$ cat config.mk
export PLATFORM = sky130hd
export DESIGN_NAME = write_buffer
export DESIGN_NICKNAME = d
export VERILOG_FILES = /design/src/rtl/write_buffer.sv
export SDC_FILE = /design/constraint.sdc
export NUM_CORES = 1
export LEC_CHECK = 0
export ABC_AREA = 1
export CELL_PAD_IN_SITES_DETAIL_PLACEMENT = 0
export CELL_PAD_IN_SITES_GLOBAL_PLACEMENT = 1
export CORE_MARGIN = 4
export CORE_UTILIZATION = 40
export DETAILED_ROUTE_END_ITERATION = 6
export GPL_TIMING_DRIVEN = 0
export PLACE_DENSITY_LB_ADDON = 0.1
export SETUP_SLACK_MARGIN = 0.1
export SYNTH_ARGS = -nofsm -noshare
export SYNTH_HDL_FRONTEND = slang
export SYNTH_SLANG_ARGS = --single-unit
$ cat constraint.sdc
create_clock -name CLK_48MHZ -period 4.67 [get_ports CLK_48MHZ]
set_clock_uncertainty 0.2 [all_clocks]
set_input_delay 0.7005 -clock CLK_48MHZ [delete_from_list [all_inputs] [get_ports CLK_48MHZ]]
set_output_delay 0.7005 -clock CLK_48MHZ [all_outputs]
set_load 0.01 [all_outputs]
$ cat src/rtl/write_buffer.sv
// write_buffer: packs byte pairs into 16-bit words, queues them in a small FIFO
// and drains them to the memory controller while tracking the row/column written.
module write_buffer #(
  parameter int FIFO_DEPTH = 4,
  parameter int WORDS_PER_ROW = 512,
  parameter int ROW_MAX = 8191,
  parameter logic [7:0] PAD_BYTE = 8'h00
) (
  input  logic        CLK_48MHZ,
  input  logic        RESET,
  input  logic [7:0]  BYTE_IN,
  input  logic        BYTE_VALID,
  output logic        BYTE_READY,
  input  logic        FLUSH,
  output logic        WRITE_CMD,
  output logic [15:0] WRITE_DATA,
  input  logic        WRITE_ACK,
  output logic [12:0] ROW_WRITE,
  output logic [8:0]  COL_WRITE,
  output logic        MEM_FULL,
  output logic        OVERFLOW
);
  localparam int AW = $clog2(FIFO_DEPTH);
  typedef enum logic [1:0] {IDLE, REQ, GAP} state_t;
  state_t state, state_next;
  logic [15:0] mem [FIFO_DEPTH];
  logic [AW-1:0] wr_ptr, rd_ptr;
  logic [AW:0] count;
  logic [7:0] low;
  logic pend, flush_pend, accept, flush_req, push, pop, last_col;
  logic [15:0] push_data;
  assign BYTE_READY = count != (AW+1)'(FIFO_DEPTH);
  assign accept = BYTE_VALID && BYTE_READY;
  assign flush_req = FLUSH || flush_pend;
  // a flush that finds the FIFO full stays armed in flush_pend until space frees
  assign push = BYTE_READY && (accept ? (pend || flush_req) : (pend && flush_req));
  assign push_data = accept ? (pend ? {BYTE_IN, low} : {PAD_BYTE, BYTE_IN}) : {PAD_BYTE, low};
  assign pop = state == REQ && WRITE_ACK;
  assign WRITE_CMD = state == REQ;
  assign MEM_FULL = ROW_WRITE == 13'(ROW_MAX);
  assign last_col = COL_WRITE == 9'(WORDS_PER_ROW - 1);
  always_comb begin
    state_next = state == IDLE ? ((count != '0 && !MEM_FULL) ? REQ : IDLE) :
                 state == REQ  ? (WRITE_ACK ? GAP : REQ) : IDLE;
  end
  always_ff @(posedge CLK_48MHZ) begin
    if (!RESET) state <= IDLE;
    else state <= state_next;
  end
  always_ff @(posedge CLK_48MHZ) begin
    if (push) mem[wr_ptr] <= push_data;
  end
  always_ff @(posedge CLK_48MHZ) begin
    if (!RESET) begin
      wr_ptr <= '0;
      rd_ptr <= '0;
      count <= '0;
      pend <= 1'b0;
      flush_pend <= 1'b0;
      low <= '0;
      WRITE_DATA <= '0;
      ROW_WRITE <= '0;
      COL_WRITE <= '0;
      OVERFLOW <= 1'b0;
    end else begin
      wr_ptr <= wr_ptr + AW'(push);
      rd_ptr <= rd_ptr + AW'(pop);
      count <= count + (AW+1)'(push) - (AW+1)'(pop);
      pend <= accept ? (!pend && !flush_req) : (pend && !(flush_req && BYTE_READY));
      flush_pend <= pend && flush_req && !BYTE_READY;
      if (accept && !pend) low <= BYTE_IN;
      if (state == IDLE && state_next == REQ) WRITE_DATA <= mem[rd_ptr];
      OVERFLOW <= OVERFLOW || (BYTE_VALID && !BYTE_READY);
      if (pop) begin
        COL_WRITE <= last_col ? '0 : COL_WRITE + 9'd1;
        if (last_col && !MEM_FULL) ROW_WRITE <= ROW_WRITE + 13'd1;
      end
    end
  end
endmodule

==> metrics <==
Slew HR=42.8%; maxcap violations=0; vias in the first global route=roughly 3700; most frequent CP cell=ha_1; clock tree buffer depth=2; Worst EP arrival=around 3.1 ns; final core occ=52.8%; pin count of the biggest net entering global routing=17; syn_nets=between 500 and 600; Pwr per Cell Area=about 540 mW/mm²; TritonCTS clock tree=done; synth unique cells=36; CP Capture Type=flop; pre-CTS WS=approximately 1.3 ns; Worst VDD drop=between 0.0002 and 0.0003 V; FF-to-FF path depth=12; CTS root buffer=clkbuf_16; Max Freq=338 MHz; initial antenna violation count=0; RSZ-0062 raised after global routing=false; sequential cell area fraction in the yosys report=roughly three fifths; total gr overflow=0; Seq cells post-synth=122; cell taking the most area after synthesis=edfxtp_1; Residual DRC=0; Rows=40; Chip Width=about 120 µm; die area=0.0146 mm²; final hold vios=0; Pleak=around 2.3 nW; Synthesis Warnings=0; Slew @ Worst Pin=approximately 0.85 ns; first-pass GRT wire length=about 19 mm; mapped cell area=just over 0.005 mm²; setup tns final=0 ns; Final Max Tran Viols=0; Nets=640; DR vias/cell=4.80; CTS HTree Levels=4; hold slack=0.269 ns; Final ANT Viol Nets=0; critical-path cell list=clkdlybuf4s50_1 > nand2_2 > nor2_1 > nand2_1 > nand3_1 > ha_1 > inv_1 > ha_1 > fa_1 > and3_1 > nor3_1; clk sink count=between 100 and 150; hold buffer count at cts=0; cell count after placement=around 770; postcts setup bufs=0; ant diodes=0; Crit Path Max Fanout=10; Placement Cell Area=0.00589 mm²; top-area cell type share of the netlist area=37.8%; IO Pins=55; RePlAce Congestion=0.766; critical path class=input pin to flop; Syn Inst Count=543; clk slew on worst S/H paths=about 0.060 ns; WL final=between 10 and 15 mm; number of gates resized after cts=0; Avg Inst Size Synth=9.36 µm²; I/O Buffers=between 50 and 60; status=finished clean; chip height=about 120 µm; slowest cell on the critical path=clkdlybuf4s50_1; CTS Buf Count=17; final period utilization=between 60% and 70%; Min-Delay Path Class=flop to flop; DR vias=3839; setup ws final=between 1.5 and 2 ns; Initial DRC Count=between 200 and 250; hpwl dp=about 8.5 mm; min cycle time layout=between 2 and 3 ns; worst path required time=~4.8 ns; routed length per placed instance=14.7 µm; final setup vio count=0; Core Region=roughly 0.012 mm²; drt pass-1 iters=4; Worst-Skew Late Latency=just over 0.4 ns; worst hold stages=2; post-route cell area=between 0.006 and 0.007 mm²; Area Growth Syn to Fin=27.0%; Synth area leaders=edfxtp_1, dfxtp_1, nor2_1; Critical Path Source Type=input pin; Finished Layout Cells=800; Power Total=around 3.5 mW; share of layout cells above drive strength 1=just over 10%; initial core utilization=between 40% and 50%; gr usage total=between 15 and 20%; CP max stage delay=~0.43 ns
## cell usage after synthesis, drive strengths merged
cell type / instances
xor2: 4
nand4: 5
clkbuf: 12
nor2: 104
o21ai: 65
buf: 11
nand3b: 2
ha: 7
clkinv: 1
edfxtp: 64
fa: 1
a211oi: 2
o22ai: 3
nor4: 1
nor3: 9
dfxtp: 58
xnor2: 4
a31oi: 1
nand3: 13
o21a: 2
and3: 1
nand2: 96
inv: 34
nor3b: 1
o21bai: 2
a21oi: 40
## cells by family after synthesis
family,count (synthesis),share of synthesized area [%]
AOI/OAI and AO/OA,115,11.9
adders and majority gates,8,2.12
and+or+nand+nor,232,19.1
buffers and inverters,58,4.85
DFF,122,60.7
xor gates and xnor gates,8,1.38
## cell usage in the layout, fill, tap and decap left out, types with 5 or more instances in the layout
master | netlist | routed
o21ai_0 | 61 | 61
nand2_1 | 92 | 92
inv_1 | 32 | 32
buf_2 | 8 | 8
clkdlybuf4s50_1 | 0 | 53
edfxtp_1 | 64 | 64
nand4_1 | 5 | 5
a21oi_1 | 38 | 38
clkbuf_1 | 12 | 12
clkbuf_16 | 0 | 17
dfxtp_1 | 58 | 58
nor2_1 | 101 | 101
ha_1 | 7 | 7
buf_6 | 2 | 6
nand3_1 | 10 | 10
nor3_1 | 9 | 5
## critical path: cells and delay by family
family / cells / cell delay (ns)
and+or+nand+nor: 6 / 0.98
buffers and inverters: 2 / 0.47
adders and majority gates: 3 / 0.94
## area by class of cell
cell class	count	area, µm²
buffer	23	115
clock buffer	17	425
clock inverter	15	143
fill	1162	5760
inverter	35	131
multi-input combinational	363	1770
sequential	122	3080
tap	168	210
timing repair buffer	57	576
## flip-flops by register name (all words and copies together) (netlist names), 2 cells and up
register / flops
mem: 64
wr_ptr: 2
low: 8
rd_ptr: 2
count: 3
COL_WRITE: 9
state: 2
ROW_WRITE: 13
WRITE_DATA: 16
## power by group
group | switching [mW] | internal [mW] | leakage (nW)
clock network | 0.504 | 0.740 | 0.269
logic | 0.480 | 0.341 | 1.02
registers | 0.0722 | 1.33 | 1.05
total | 1.06 | 2.41 | 2.34
## path summary, 6_finish.rpt
kind                  startpoint                   to  slack (ns)
max                   BYTE_VALID  count[2]$_SDFF_PN0_        1.71
min          low[6]$_SDFFE_PN0P_  low[6]$_SDFFE_PN0P_        0.27
max reg2reg  count[1]$_SDFF_PN0_  count[2]$_SDFF_PN0_        1.78
min reg2reg  low[6]$_SDFFE_PN0P_  low[6]$_SDFFE_PN0P_        0.27
## metal layers
metal,share of wire (%),vias up,global-route usage [%]
li1,-,1986,-
met1,47,1754,22.8
met2,46,82,27.0
met3,4.7,17,3.37
met4,1.6,0,7.44
met5,0,-,0
No activity file was read; power rests on OpenSTA's default activity.
